$ cat src/rtl/mario_sprite_fetch_if.sv
// mario_sprite_fetch_if: bundles the pixel-position inputs, animation controls, the sprite ROM
// bus and the pixel outputs of the Mario sprite fetcher.
//   master : the fetcher (drives read_address/frame_sel/pixel_on/pixel_color)
//   slave  : the surrounding video pipeline and sprite ROM (drives everything else)
// Signals:
//   frame_clk            vsync-rate level, synchronous to the system clock
//   DrawX, DrawY         current VGA pixel coordinate
//   MarioX, MarioY       sprite top-left coordinate
//   walking, facing_left animation / orientation controls
//   read_address         sprite ROM address, row-major
//   frame_sel            walk-frame ROM select (0 stand, 1..3 walk)
//   rom_color            combinational ROM data for read_address/frame_sel
//   pixel_on             opaque sprite pixel present
//   pixel_color          sprite colour, 0 when pixel_on is low
interface mario_sprite_fetch_if;
    logic        frame_clk;
    logic [9:0]  DrawX;
    logic [9:0]  DrawY;
    logic [9:0]  MarioX;
    logic [9:0]  MarioY;
    logic        walking;
    logic        facing_left;
    logic [8:0]  read_address;
    logic [1:0]  frame_sel;
    logic [11:0] rom_color;
    logic        pixel_on;
    logic [11:0] pixel_color;

    modport master (
        input  frame_clk, DrawX, DrawY, MarioX, MarioY, walking, facing_left, rom_color,
        output read_address, frame_sel, pixel_on, pixel_color
    );

    modport slave (
        output frame_clk, DrawX, DrawY, MarioX, MarioY, walking, facing_left, rom_color,
        input  read_address, frame_sel, pixel_on, pixel_color
    );
endinterface

$ cat src/rtl/mario_sprite_fetch.sv
// mario_sprite_fetch: turns the current VGA coordinate into a sprite ROM address, tracks the
// walk animation frame, and produces the keyed sprite pixel two cycles later.
// Ports:
//   Clk    system clock, all state on the rising edge
//   Reset  asynchronous active-high reset
//   bus    mario_sprite_fetch_if.master (see the interface header for the signal list)
// Parameters: SPR_W, SPR_H (sprite size, SPR_W*SPR_H <= 512), ANIM_DIV (frame_clk edges per
//   walk-frame advance, 1..15), KEY_COLOR (transparent palette colour).
// Build option: define MARIO_MIRROR_EN to mirror the sprite horizontally when facing_left is
//   high; otherwise facing_left is ignored.
module mario_sprite_fetch #(
    parameter int unsigned SPR_W     = 21,
    parameter int unsigned SPR_H     = 21,
    parameter int unsigned ANIM_DIV  = 4,
    parameter logic [11:0] KEY_COLOR = 12'h808
) (
    input logic                  Clk,
    input logic                  Reset,
    mario_sprite_fetch_if.master bus
);

    if (SPR_W * SPR_H > 512) begin : gen_size_check
        $error("SPR_W*SPR_H must not exceed 512");
    end
    if (ANIM_DIV < 1 || ANIM_DIV > 15) begin : gen_div_check
        $error("ANIM_DIV must be in 1..15");
    end

    typedef enum logic [1:0] {
        StStand = 2'd0,
        StWalk1 = 2'd1,
        StWalk2 = 2'd2,
        StWalk3 = 2'd3
    } state_e;

    state_e      state_q, state_d;
    logic [3:0]  div_q, div_d;
    logic [3:0]  div_inc;
    logic        fclk_q;
    logic        fclk_rise;

    logic        in_box;
    logic [8:0]  col_raw;
    logic [8:0]  row_raw;
    logic [8:0]  col_eff;
    logic [8:0]  addr;

    logic        in_box_q;
    logic [8:0]  read_address_q;
    logic [1:0]  frame_sel_q;
    logic        pixel_on_d;
    logic        pixel_on_q;
    logic [11:0] pixel_color_q;

    // Compare at 11 bits so a sprite near x/y = 1023 does not wrap into column 0.
    logic [10:0] draw_x_w, draw_y_w, mario_x_w, mario_y_w;
    assign draw_x_w  = {1'b0, bus.DrawX};
    assign draw_y_w  = {1'b0, bus.DrawY};
    assign mario_x_w = {1'b0, bus.MarioX};
    assign mario_y_w = {1'b0, bus.MarioY};

    assign in_box = (draw_x_w >= mario_x_w) && (draw_x_w < mario_x_w + 11'(SPR_W)) &&
                    (draw_y_w >= mario_y_w) && (draw_y_w < mario_y_w + 11'(SPR_H));

    // Only meaningful when in_box; the offsets then fit in 9 bits.
    assign col_raw = 9'(bus.DrawX - bus.MarioX);
    assign row_raw = 9'(bus.DrawY - bus.MarioY);

`ifdef MARIO_MIRROR_EN
    assign col_eff = bus.facing_left ? (9'(SPR_W - 1) - col_raw) : col_raw;
`else
    assign col_eff = col_raw;
    logic unused_facing_left;
    assign unused_facing_left = bus.facing_left;
`endif

    assign addr = row_raw * 9'(SPR_W) + col_eff;

    // ---------------------------------------------------------------- animation FSM
    assign fclk_rise = bus.frame_clk & ~fclk_q;
    assign div_inc   = div_q + 4'd1;

    always_comb begin
        state_d = state_q;
        div_d   = div_q;
        if (!bus.walking) begin
            // Stopping wins over any advance happening on the same edge.
            state_d = StStand;
            div_d   = '0;
        end else if (fclk_rise) begin
            if (state_q == StStand) begin
                state_d = StWalk1;
                div_d   = '0;
            end else if (div_inc == 4'(ANIM_DIV)) begin
                div_d = '0;
                unique case (state_q)
                    StWalk1: state_d = StWalk2;
                    StWalk2: state_d = StWalk3;
                    StWalk3: state_d = StWalk1;
                    default: state_d = StStand;
                endcase
            end else begin
                div_d = div_inc;
            end
        end
    end

    always_ff @(posedge Clk or posedge Reset) begin
        if (Reset) begin
            state_q <= StStand;
            div_q   <= '0;
            fclk_q  <= 1'b0;
        end else begin
            state_q <= state_d;
            div_q   <= div_d;
            fclk_q  <= bus.frame_clk;
        end
    end

    // ---------------------------------------------------------------- pixel pipeline
    assign pixel_on_d = in_box_q && (bus.rom_color != KEY_COLOR);

    always_ff @(posedge Clk or posedge Reset) begin
        if (Reset) begin
            in_box_q       <= 1'b0;
            read_address_q <= '0;
            frame_sel_q    <= '0;
            pixel_on_q     <= 1'b0;
            pixel_color_q  <= '0;
        end else begin
            in_box_q       <= in_box;
            read_address_q <= in_box ? addr : 9'd0;
            // Frame select only moves at the top-left pixel so a frame never mixes walk frames.
            if (bus.DrawX == 10'd0 && bus.DrawY == 10'd0) begin
                frame_sel_q <= state_q;
            end
            pixel_on_q     <= pixel_on_d;
            pixel_color_q  <= pixel_on_d ? bus.rom_color : 12'h000;
        end
    end

    assign bus.read_address = read_address_q;
    assign bus.frame_sel    = frame_sel_q;
    assign bus.pixel_on     = pixel_on_q;
    assign bus.pixel_color  = pixel_color_q;

endmodule

$ cat src/flat_wrapper.sv
// flat-port wrapper written by rule: the top's interface ports become plain ports
module mario_sprite_fetch_flat 
#(
    parameter int unsigned SPR_W     = 21,
    parameter int unsigned SPR_H     = 21,
    parameter int unsigned ANIM_DIV  = 4,
    parameter logic [11:0] KEY_COLOR = 12'h808
)
  (Clk, Reset, bus_frame_clk, bus_DrawX, bus_DrawY, bus_MarioX, bus_MarioY, bus_walking, bus_facing_left, bus_rom_color, bus_read_address, bus_frame_sel, bus_pixel_on, bus_pixel_color);
  mario_sprite_fetch_if bus_i ();
  input logic Clk;
  input logic Reset;
  input wire logic [$bits(bus_i.frame_clk)-1:0] bus_frame_clk;
  input wire logic [$bits(bus_i.DrawX)-1:0] bus_DrawX;
  input wire logic [$bits(bus_i.DrawY)-1:0] bus_DrawY;
  input wire logic [$bits(bus_i.MarioX)-1:0] bus_MarioX;
  input wire logic [$bits(bus_i.MarioY)-1:0] bus_MarioY;
  input wire logic [$bits(bus_i.walking)-1:0] bus_walking;
  input wire logic [$bits(bus_i.facing_left)-1:0] bus_facing_left;
  input wire logic [$bits(bus_i.rom_color)-1:0] bus_rom_color;
  output wire logic [$bits(bus_i.read_address)-1:0] bus_read_address;
  output wire logic [$bits(bus_i.frame_sel)-1:0] bus_frame_sel;
  output wire logic [$bits(bus_i.pixel_on)-1:0] bus_pixel_on;
  output wire logic [$bits(bus_i.pixel_color)-1:0] bus_pixel_color;
  assign bus_i.frame_clk = bus_frame_clk;
  assign bus_i.DrawX = bus_DrawX;
  assign bus_i.DrawY = bus_DrawY;
  assign bus_i.MarioX = bus_MarioX;
  assign bus_i.MarioY = bus_MarioY;
  assign bus_i.walking = bus_walking;
  assign bus_i.facing_left = bus_facing_left;
  assign bus_i.rom_color = bus_rom_color;
  assign bus_read_address = bus_i.read_address;
  assign bus_frame_sel = bus_i.frame_sel;
  assign bus_pixel_on = bus_i.pixel_on;
  assign bus_pixel_color = bus_i.pixel_color;
  mario_sprite_fetch #(.SPR_W(SPR_W), .SPR_H(SPR_H), .ANIM_DIV(ANIM_DIV), .KEY_COLOR(KEY_COLOR)) u_core (.Clk(Clk), .Reset(Reset), .bus(bus_i));
endmodule
$ cat config.mk
export PLATFORM = sky130hd
export DESIGN_NAME = mario_sprite_fetch_flat
export DESIGN_NICKNAME = d
export VERILOG_FILES = /design/src/rtl/mario_sprite_fetch_if.sv /design/src/rtl/mario_sprite_fetch.sv /design/src/flat_wrapper.sv
export SDC_FILE = /design/constraint.sdc
export NUM_CORES = 1
export LEC_CHECK = 0
export BUFFER_PORTS_ARGS = -buffer_cell sky130_fd_sc_hd__buf_2
export CORE_UTILIZATION = 47
export DETAILED_ROUTE_END_ITERATION = 8
export HOLD_SLACK_MARGIN = 0.12
export PLACE_DENSITY = 0.8
export SLEW_MARGIN = 40
export SYNTH_ARGS = -nofsm -noshare
export SYNTH_HDL_FRONTEND = slang
export SYNTH_SLANG_ARGS = --single-unit
$ cat constraint.sdc
create_clock -name Clk -period 1.5 [get_ports Clk]
set_input_delay 0.075 -clock Clk [delete_from_list [all_inputs] [get_ports Clk]]
set_output_delay 0.075 -clock Clk [all_outputs]
set_load 0.01 [all_outputs]
# == Word level (Yosys, flattened, before mapping) ==
# Index checks and enable logic that the tools add are counted.
# totals
output_inout_bits,24
elab_cells,48
inputBits,57
regBits,32
# op_classes
reduce_logical,9
order_cmp,4
bitwise_logic,2
muxes,11
multipliers,1
eq_ne,7
n_addsub,6
# op_table
cell,count
$add 10x5->11 const B,2
$lt 10x11->1,2
$ge 10x10->1,2
$logic_not 10->1,2
$sub 9x9->9,2
$mux 4,4
$mux 12,1
$ne 12x12->1 const B,1
$add 9x9->9,1
$mul 9x5->9 const B,1
$mux 9,1
$mux 2,4
$pmux 2 s3,1
$logic_and 1x1->1,5
$add 4x1->4 const B,1
$eq 2x2->1 const B,2
$eq 4x3->1 const B,1
$ne 3x1->1 const B,1
$eq 2x1->1 const B,1
$logic_not 2->1,1
$ne 2x1->1 const B,1
$reduce_and 2->1,1
$and 1x1->1,1
$not 1->1,1

# == Logic depth before layout (Yosys ltp) ==
# Gate-level depths: netlist (run 1).
# logic_depth
depth_word,6
mapped_depth,22
depth_no_buf,22

# == Worst setup path before layout (run 1) ==
# Ideal clock, no wire load.
# synth_path
kind,input to register
startpoint,input bus_MarioY[1]
endpoint,"register u_core.read_address_q[8], in the netlist u_core.bus.read_address[8]"
stages,20
path_buffers,0
t_required_ps,1381
setup_ps,119
slack_ps,-2918
arrival_time_ps,4299
path_cell_list,inv_1 -> ha_1 -> a21o_1 -> a21o_1 -> a21o_1 -> a21oi_1 -> o21ai_1 -> xor2_1 -> ha_1 -> inv_1 -> fa_1 -> fa_1 -> fa_1 -> xor2_1 -> xnor3_1 -> xnor2_1 -> xnor2_1 -> xnor2_1 -> xnor2_1 -> and2_1
# synth_via
elab_chain_cells,4
elab_cells_between_ends,9
cone_classes,add/sub: 3; mul: 1; order compare: 2; mux: 1; reduce/logical: 2
# synth_lines
item,line_no,rtl
"start, declared",flat_wrapper.sv:17,input wire logic [$bits(bus_i.MarioY)-1:0] bus_MarioY;
"$sub 9x9->9, or another cell as far along",mario_sprite_fetch.sv:67,assign row_raw = 9'(bus.DrawY - bus.MarioY);
"$mul 9x5->9, or another cell as far along",mario_sprite_fetch.sv:77,assign addr = row_raw * 9'(SPR_W) + col_eff;
$add 9x9->9 or $logic_and 1x1->1 (tied branches),"mario_sprite_fetch.sv:77, mario_sprite_fetch.sv:63",
$mux 9 *,mario_sprite_fetch.sv:132,read_address_q <= in_box ? addr : 9'd0;
"end signal, assigned",mario_sprite_fetch.sv:132,
"end, declared",mario_sprite_fetch.sv:49,logic [8:0] read_address_q;
# Every way passes the cells marked *; elsewhere a longest branch is shown, timed or not.
# A chain may end at the register's enable or synchronous reset.

# == Worst setup path in the final report (run 1) ==
# Ends and elaborated chain as after synthesis.

==> results_dict.tcl, run 1 <==
set metrics [dict create \
    status "complete, but fails checks" \
    violations "negative setup slack" \
    hpwlAfterDp_um 7805 \
    stdcell_area_um2 5863 \
    stdcell_count 708 \
    syn_inst 400 \
    clk_pin_slew_ps 70 \
    syn_nets 546 \
    cts-root-buf "clkbuf_8" \
    final_hold_viol_count 0 \
    post-route-period-util 2.608 \
    combPwrFrac 0.786 \
    critPathRequiredTime_ps 1680 \
    grt_max_degree 20 \
    crit_top_cell "xnor2_1" \
    final_cell_mix "buf_4, buf_2, inv_1, ha_1, dfrtp_1" \
    start_util 0.4948 \
    n_antenna_cell 0 \
    die-area_um2 8157 \
    synth_area_um2 3666 \
    cp_max_fo 2 \
    path_class "input pin to flip-flop" \
    num_rows 31 \
    r2r_slack_ps -150 \
    rr_worst_depth 7 \
    tritoncts.num_buffers 5 \
    ys.flop_type "dfrtp_1" \
    dp.cells 666 \
    area_growth_pct 59.93 \
    crit_path_start "bus_MarioY[1]" \
    clk_path_buf_depth 2 \
    vias 3724 \
    tns_ps -17420 \
    critPathCapture "u_core.bus.read_address[8]" \
    synth.avg_cell_area_um2 9.165 \
    switching_share 0.4082 \
    start_kind "input pin" \
    maxSlewHeadroom 0.5624 \
    r2r-start "u_core.div_q[1]" \
    slowest_stage "fa_1" \
    layout_commonest_cell "buf_4" \
    power.total_mw 7.695 \
    gp_congestion 0.9070 \
    p_switching_mw 3.141 \
    placeableCoreArea_um2 7408 \
    crit_chain "buf_12, inv_16, ha_4, a21o_1, a21o_1, a21o_1, a21oi_2, o21ai_1, xor2_1, ha_1, inv_1, fa_1, fa_1, fa_2, xor2_2, xnor3_1, xnor2_1, xnor2_1, xnor2_1, xnor2_1, and2_1" \
    pwr-share-clk 0.091 \
    post-place-ws_ps -2875 \
    critPathArrivalTime_ps 4090 \
    placed_area_um2 5046 \
    ys_seq_area_frac 0.2184 \
    io_pins 81 \
    maxCapViolations 0 \
    slew_violations 0 \
    clock-sinks 32 \
    final_layout_size_suffix_gt1_frac 0.4565 \
    crit_buf_inv 3 \
    crit_path_end_kind "flip-flop" \
    ys_warn_count 0 \
    die_h_um 90.32 \
    clk_latency_ps 290 \
    first_iter_violations 131 \
    setup_viol 14 \
    grt_overflow_total 0 \
    fin_skew_ps 7.956 \
    powerDensity_nw_per_um2 1313 \
    antenna_found_initial 0 \
    reg2reg_to "u_core.state_q[1]" \
    drt-total-wl_um 11440 \
    htree_levels 2 \
    grt_pass1_vias 3916 \
    timing.final.ws_setup_ps -2412 \
    antenna_left 0 \
    ys_ff_latch 32 \
    worst_pin_slew_ps 652.5 \
    seqPwrFrac 0.123 \
    fmax_mhz 255.7 \
    grt_usage 0.2601 \
    route.detailed.drc 0 \
    portBuffers 79 \
    avgViaCountPerCell 5.260 \
    cp_num_cells 21 \
    synth_edf_count 0 \
    routedWlPerCell_um 16.16 \
    rsz0062_at_grt "true" \
    path_delay_family "adder cells" \
    period_minus_slack_ps 3912 \
    grt_pass1_wl_um 17170 \
    die_w_um 90.32 \
    intPower_mw 4.554 \
    synthArstFlopShare 1.000 \
    vdd_ir_drop_max_uv 838.2 \
    nets 754 \
    dr.pass1.iters 4 \
    leakage_nw 3.045 \
    hp-class "input pin to flip-flop" \
    cts_tree "built" \
    slowest_delay_ps 520 \
    synthDistinctLibCells 46 \
]
-- logic make-up (layout without fill, tap and decap cells) --
logic type	Yosys count	after routing	share of synthesized area
and+or+nand+nor	88	88	0.1341
buffers and inverters	83	292	0.08567
AOI/OAI and AO/OA	68	68	0.1222
adders and majority gates	89	89	0.3386
muxes	3	3	0.008873
xor gates and xnor gates	37	37	0.09215
DFF	32	32	0.2184
-- cell usage after synthesis (2+ instances only) --
master / instances / area (um^2)
a211oi_1: 3 / 22.52
a21o_1: 9 / 67.56
a21oi_1: 21 / 105.1
a31oi_1: 4 / 25.02
and2_1: 16 / 100.1
buf_2: 2 / 10.01
clkbuf_1: 3 / 11.26
dfrtp_1: 32 / 800.8
fa_1: 17 / 340.3
ha_1: 72 / 900.9
inv_1: 75 / 281.5
inv_2: 3 / 11.26
mux2_1: 2 / 22.52
nand2_1: 17 / 63.81
nand2b_1: 3 / 18.77
nand3_1: 10 / 50.05
nand4_1: 3 / 18.77
nand4b_1: 2 / 17.52
nor2_1: 11 / 41.29
nor2b_1: 4 / 25.02
nor3_1: 4 / 20.02
nor4_1: 11 / 68.82
o211ai_1: 2 / 15.01
o21a_1: 4 / 30.03
o21ai_0: 5 / 25.02
o21ai_1: 8 / 40.04
o22ai_1: 3 / 18.77
o311a_1: 2 / 20.02
xnor2_1: 26 / 227.7
xor2_1: 10 / 87.58
-- flip-flops by register name, summed over array words and instances, names as in the netlist --
| name | cells |
|---|---|
| u_core.fclk_q | 1 |
| u_core.bus.pixel_on | 1 |
| u_core.state_q | 2 |
| u_core.bus.pixel_color | 12 |
| u_core.bus.frame_sel | 2 |
| u_core.div_q | 4 |
| u_core.in_box_q | 1 |
| u_core.bus.read_address | 9 |
-- stage by stage --
stage / utilization / hold WS [ps]
after floorplan: - / 106.4
after global placement: 0.6811 / 87.27
after detailed placement: 0.6811 / 98.55
after CTS: 0.7617 / 208.8
after global routing: 0.7914 / 223.0
final: 0.7914 / 207.1
-- timing repair --
| action | CTS | global route |
|---|---|---|
| gates resized for setup | 49 | 35 |
| hold endpoints to repair | 46 | 0 |
| hold buffers | 15 | 0 |
| pin swaps | 47 | 33 |
| endpoints found under the setup margin | 14 | 14 |
| buffers inserted | 14 | 7 |
-- how the worst min path moves through the flow --
| stage | from | endpoint | depth (start not counted) |
|---|---|---|---|
| 5_1_grt | bus_DrawX[0] | u_core.bus.read_address[0] | 3 |
| 3_3_place_gp | Reset | u_core.bus.pixel_color[8] | 3 |
| 2_1_floorplan | bus_frame_clk | u_core.fclk_q | 0 |
| 6_report | bus_DrawX[0] | u_core.bus.read_address[0] | 3 |
| 4_1_cts | bus_DrawX[0] | u_core.bus.read_address[0] | 3 |
| 3_5_place_dp | Reset | u_core.bus.pixel_color[8] | 3 |
-- final cells by class --
class,instances,area [um^2]
fill,416,1545
sequential,32,804.5
clock inverter,2,15.01
timing repair buffer,206,1478
inverter,78,321.6
multi-input combinational,285,3038
tap,99,123.9
clock buffer,6,82.58
-- worst register-to-register path: stages (launching register included) --
cell	delay, ps
dfrtp_2	450
ha_4	190
xor2_2	150
a311oi_2	230
buf_4	200
nor2_2	40
a22oi_1	170
o22ai_1	110
-- per-layer routing --
layer  GRT usage  vias up  part of all wire
met1      0.2876     1800              0.39
met4     0.08468        0             0.028
met3     0.02778       31             0.037
met2      0.5121      138              0.54
li1            -     1755                 -
met5           0        -                 0
-- power by group through the flow --
stage          Clock [mW]  Combinational [mW]  Sequential, mW
2_1_floorplan           0                3.40           0.978
3_3_place_gp            0                4.61           0.952
3_5_place_dp            0                4.87           0.955
4_1_cts             0.707                5.47           0.939
5_1_grt             0.750                6.65           0.947
6_report            0.701                6.05           0.944
(Power assumes the default switching activity.)
==> inputs of run 2 (changes only) <==
--- a/config.mk
+++ b/config.mk
@@ -7,7 +7,10 @@
 export LEC_CHECK = 0
+export ABC_AREA = 1
 export BUFFER_PORTS_ARGS = -buffer_cell sky130_fd_sc_hd__buf_2
-export CORE_UTILIZATION = 47
+export CELL_PAD_IN_SITES_DETAIL_PLACEMENT = 0
+export CELL_PAD_IN_SITES_GLOBAL_PLACEMENT = 2
+export CORE_UTILIZATION = 29
 export DETAILED_ROUTE_END_ITERATION = 8
 export HOLD_SLACK_MARGIN = 0.12
-export PLACE_DENSITY = 0.8
+export PLACE_DENSITY = 0.85
 export SLEW_MARGIN = 40
--- a/constraint.sdc
+++ b/constraint.sdc
@@ -3,2 +3,2 @@
 set_output_delay 0.075 -clock Clk [all_outputs]
-set_load 0.01 [all_outputs]
+set_load 0.05 [all_outputs]
==> results_dict.tcl, run 2 <==
set metrics [dict create \
    worst_pin_slew_ps 526.0 \
    stdcell_count 907 \
    placed_area_um2 5477 \
    start_kind "input pin" \
    vdd_ir_drop_max_uv 1256 \
    tritoncts.num_buffers 5 \
    path_class "input pin to flip-flop" \
    n_antenna_cell 0 \
    post-route-period-util 2.563 \
    die-area_um2 13920 \
    hp-class "input pin to flip-flop" \
    power.total_mw 8.958 \
    status "complete, but fails checks" \
    critPathArrivalTime_ps 4000 \
    slowest_stage "fa_1" \
    syn_inst 513 \
    leakage_nw 3.398 \
    ys_warn_count 0 \
    critPathRequiredTime_ps 1660 \
    final_hold_viol_count 0 \
    final_cell_mix "buf_4, inv_1, buf_2, nand2_1, ha_1" \
    largest_reg_flops 12 \
    synth_area_um2 3900 \
    area_growth_pct 59.90 \
    grt_overflow_total 0 \
    setup_viol 10 \
    ys.flop_type "dfrtp_1" \
    slew_violations 0 \
    vias 3871 \
    post-place-ws_ps -2741 \
    stdcell_area_um2 6236 \
    portBuffers 79 \
    wl_met3_um 312 \
    dp.cells 875 \
    powerDensity_nw_per_um2 1437 \
    ys_top_cells_by_count "inv_1, nand2_1, ha_1, nor2_1, dfrtp_1" \
    ys_ff_latch 32 \
    ys_seq_area_frac 0.2053 \
    die_h_um 118.0 \
    grt_usage 0.1568 \
    dr.pass1.iters 4 \
    synthDistinctLibCells 31 \
    cts-root-buf "clkbuf_16" \
    hpwlAfterDp_um 8614 \
    rsz0062_at_grt "true" \
    fmax_mhz 260.1 \
    period_minus_slack_ps 3844 \
    clock-sinks 32 \
    syn_nets 659 \
    clk_latency_ps 270 \
    nets 876 \
    start_util 0.2957 \
    maxSlewHeadroom 0.6490 \
    gp_congestion 0.8473 \
    synthTopCellsByArea "ha_1, dfrtp_1, inv_1, fa_1, nand2_1" \
    first_iter_violations 58 \
    clk_pin_slew_ps 50 \
    route.detailed.drc 0 \
    synth.avg_cell_area_um2 7.602 \
    num_rows 42 \
    drt-total-wl_um 10680 \
    routedLengthMet1_um 4933 \
    slowest_delay_ps 490 \
    grt_max_degree 26 \
    timing.final.ws_setup_ps -2344 \
    cts_tree "built" \
    antenna_left 0 \
    yosysTopAreaCellShare 0.2310 \
    routed.top_layer "met4" \
    htree_levels 2 \
    crit_top_cell "inv_1" \
    synth_top_area_cell "ha_1" \
    fin_skew_ps 1.602 \
    routedWlPerCell_um 11.78 \
    grt_pass1_vias 4146 \
    violations "negative setup slack" \
    antenna_found_initial 0 \
    met2_length_um 5325 \
    yosysMostFrequentCell "inv_1" \
    synthArstFlopShare 1.000 \
    maxCapViolations 0 \
    die_w_um 118.0 \
    final_layout_size_suffix_gt1_frac 0.4063 \
    placeableCoreArea_um2 13190 \
    grt_pass1_wl_um 18080 \
    cp_max_fo 3 \
    crit_path_end_kind "flip-flop" \
    clk_path_buf_depth 2 \
    layout_commonest_cell "buf_4" \
    io_pins 81 \
    avgViaCountPerCell 4.268 \
    synth_edf_count 0 \
]
## run 2: final timing paths
path	startpoint	to	slack, ps	cells past startpoint
min in group asynchronous	Reset	u_core.state_q[0]	310	3
worst max-delay path	bus_MarioY[2]	u_core.bus.read_address[8]	-2340	29
worst min register to register	u_core.bus.frame_sel[0]	u_core.bus.frame_sel[0]	480	2
worst max register to register	u_core.div_q[0]	u_core.state_q[1]	20	7
worst min-delay path	bus_DrawX[0]	u_core.bus.read_address[0]	180	4
max in group asynchronous	Reset	u_core.bus.pixel_on	740	4
## run 2: layout make-up
cell class	count	area (um^2)
repair buffers	210	1513
multi-input cells	362	3083
clock buffers	6	138.9
flip-flops and latches	32	800.8
fillers	1314	6954
well taps	176	220.2
inverters	119	470.5
clock inverters	2	10.01
## run 2: kinds of logic (layout without fill, tap and decap cells)
| group | Yosys count | after routing | share of synthesized area |
|---|---|---|---|
| AOI/OAI and AO/OA | 53 | 53 | 0.07347 |
| xor gates and xnor gates | 28 | 28 | 0.06288 |
| DFF | 32 | 32 | 0.2053 |
| adders and majority gates | 89 | 89 | 0.3183 |
| and+or+nand+nor | 191 | 192 | 0.2242 |
| buffers and inverters | 120 | 337 | 0.1158 |
## run 2: power by group
| group | leakage (nW) | internal (mW) | switching, mW |
|---|---|---|---|
| clock network | 0.0766 | 0.652 | 0.340 |
| logic | 2.88 | 3.45 | 3.50 |
| registers | 0.438 | 0.970 | 0.0487 |
## run 2: repair_timing
item / in CTS / in global routing
endpoints found under the setup margin: 12 / 26
setup buffers: 4 / 4
pin swaps: 37 / 41
hold buffers: 15 / 0
cloned: 1 / 0
endpoints found under the hold margin: 46 / 0
resized for setup: 37 / 44
## run 2: per-layer routing
layer  up-vias  track usage
met5         -            0
met1      1734       0.1943
met3        10      0.01986
met4         0      0.03606
li1       2048            -
met2        79       0.2864
## run 2: through the flow
step / util / setup TNS [ps] / hold slack, ps
6_report: 0.4728 / -16210 / 179.6
5_1_grt: 0.4728 / -17800 / 228.6
4_1_cts: 0.4541 / -15810 / 177.4
3_5_place_dp: 0.4152 / -20650 / 70.94
3_3_place_gp: 0.4152 / -20390 / 54.55
2_1_floorplan: - / -15040 / 106.4
## run 2: critical path: cells and delay by family
| family | cells | cell delay (ps) |
|---|---|---|
| adders and majority gates | 6 | 2170 |
| AOI/OAI and AO/OA | 6 | 670 |
| and+or+nand+nor | 7 | 450 |
| xor gates and xnor gates | 1 | 150 |
| buffers and inverters | 9 | 470 |
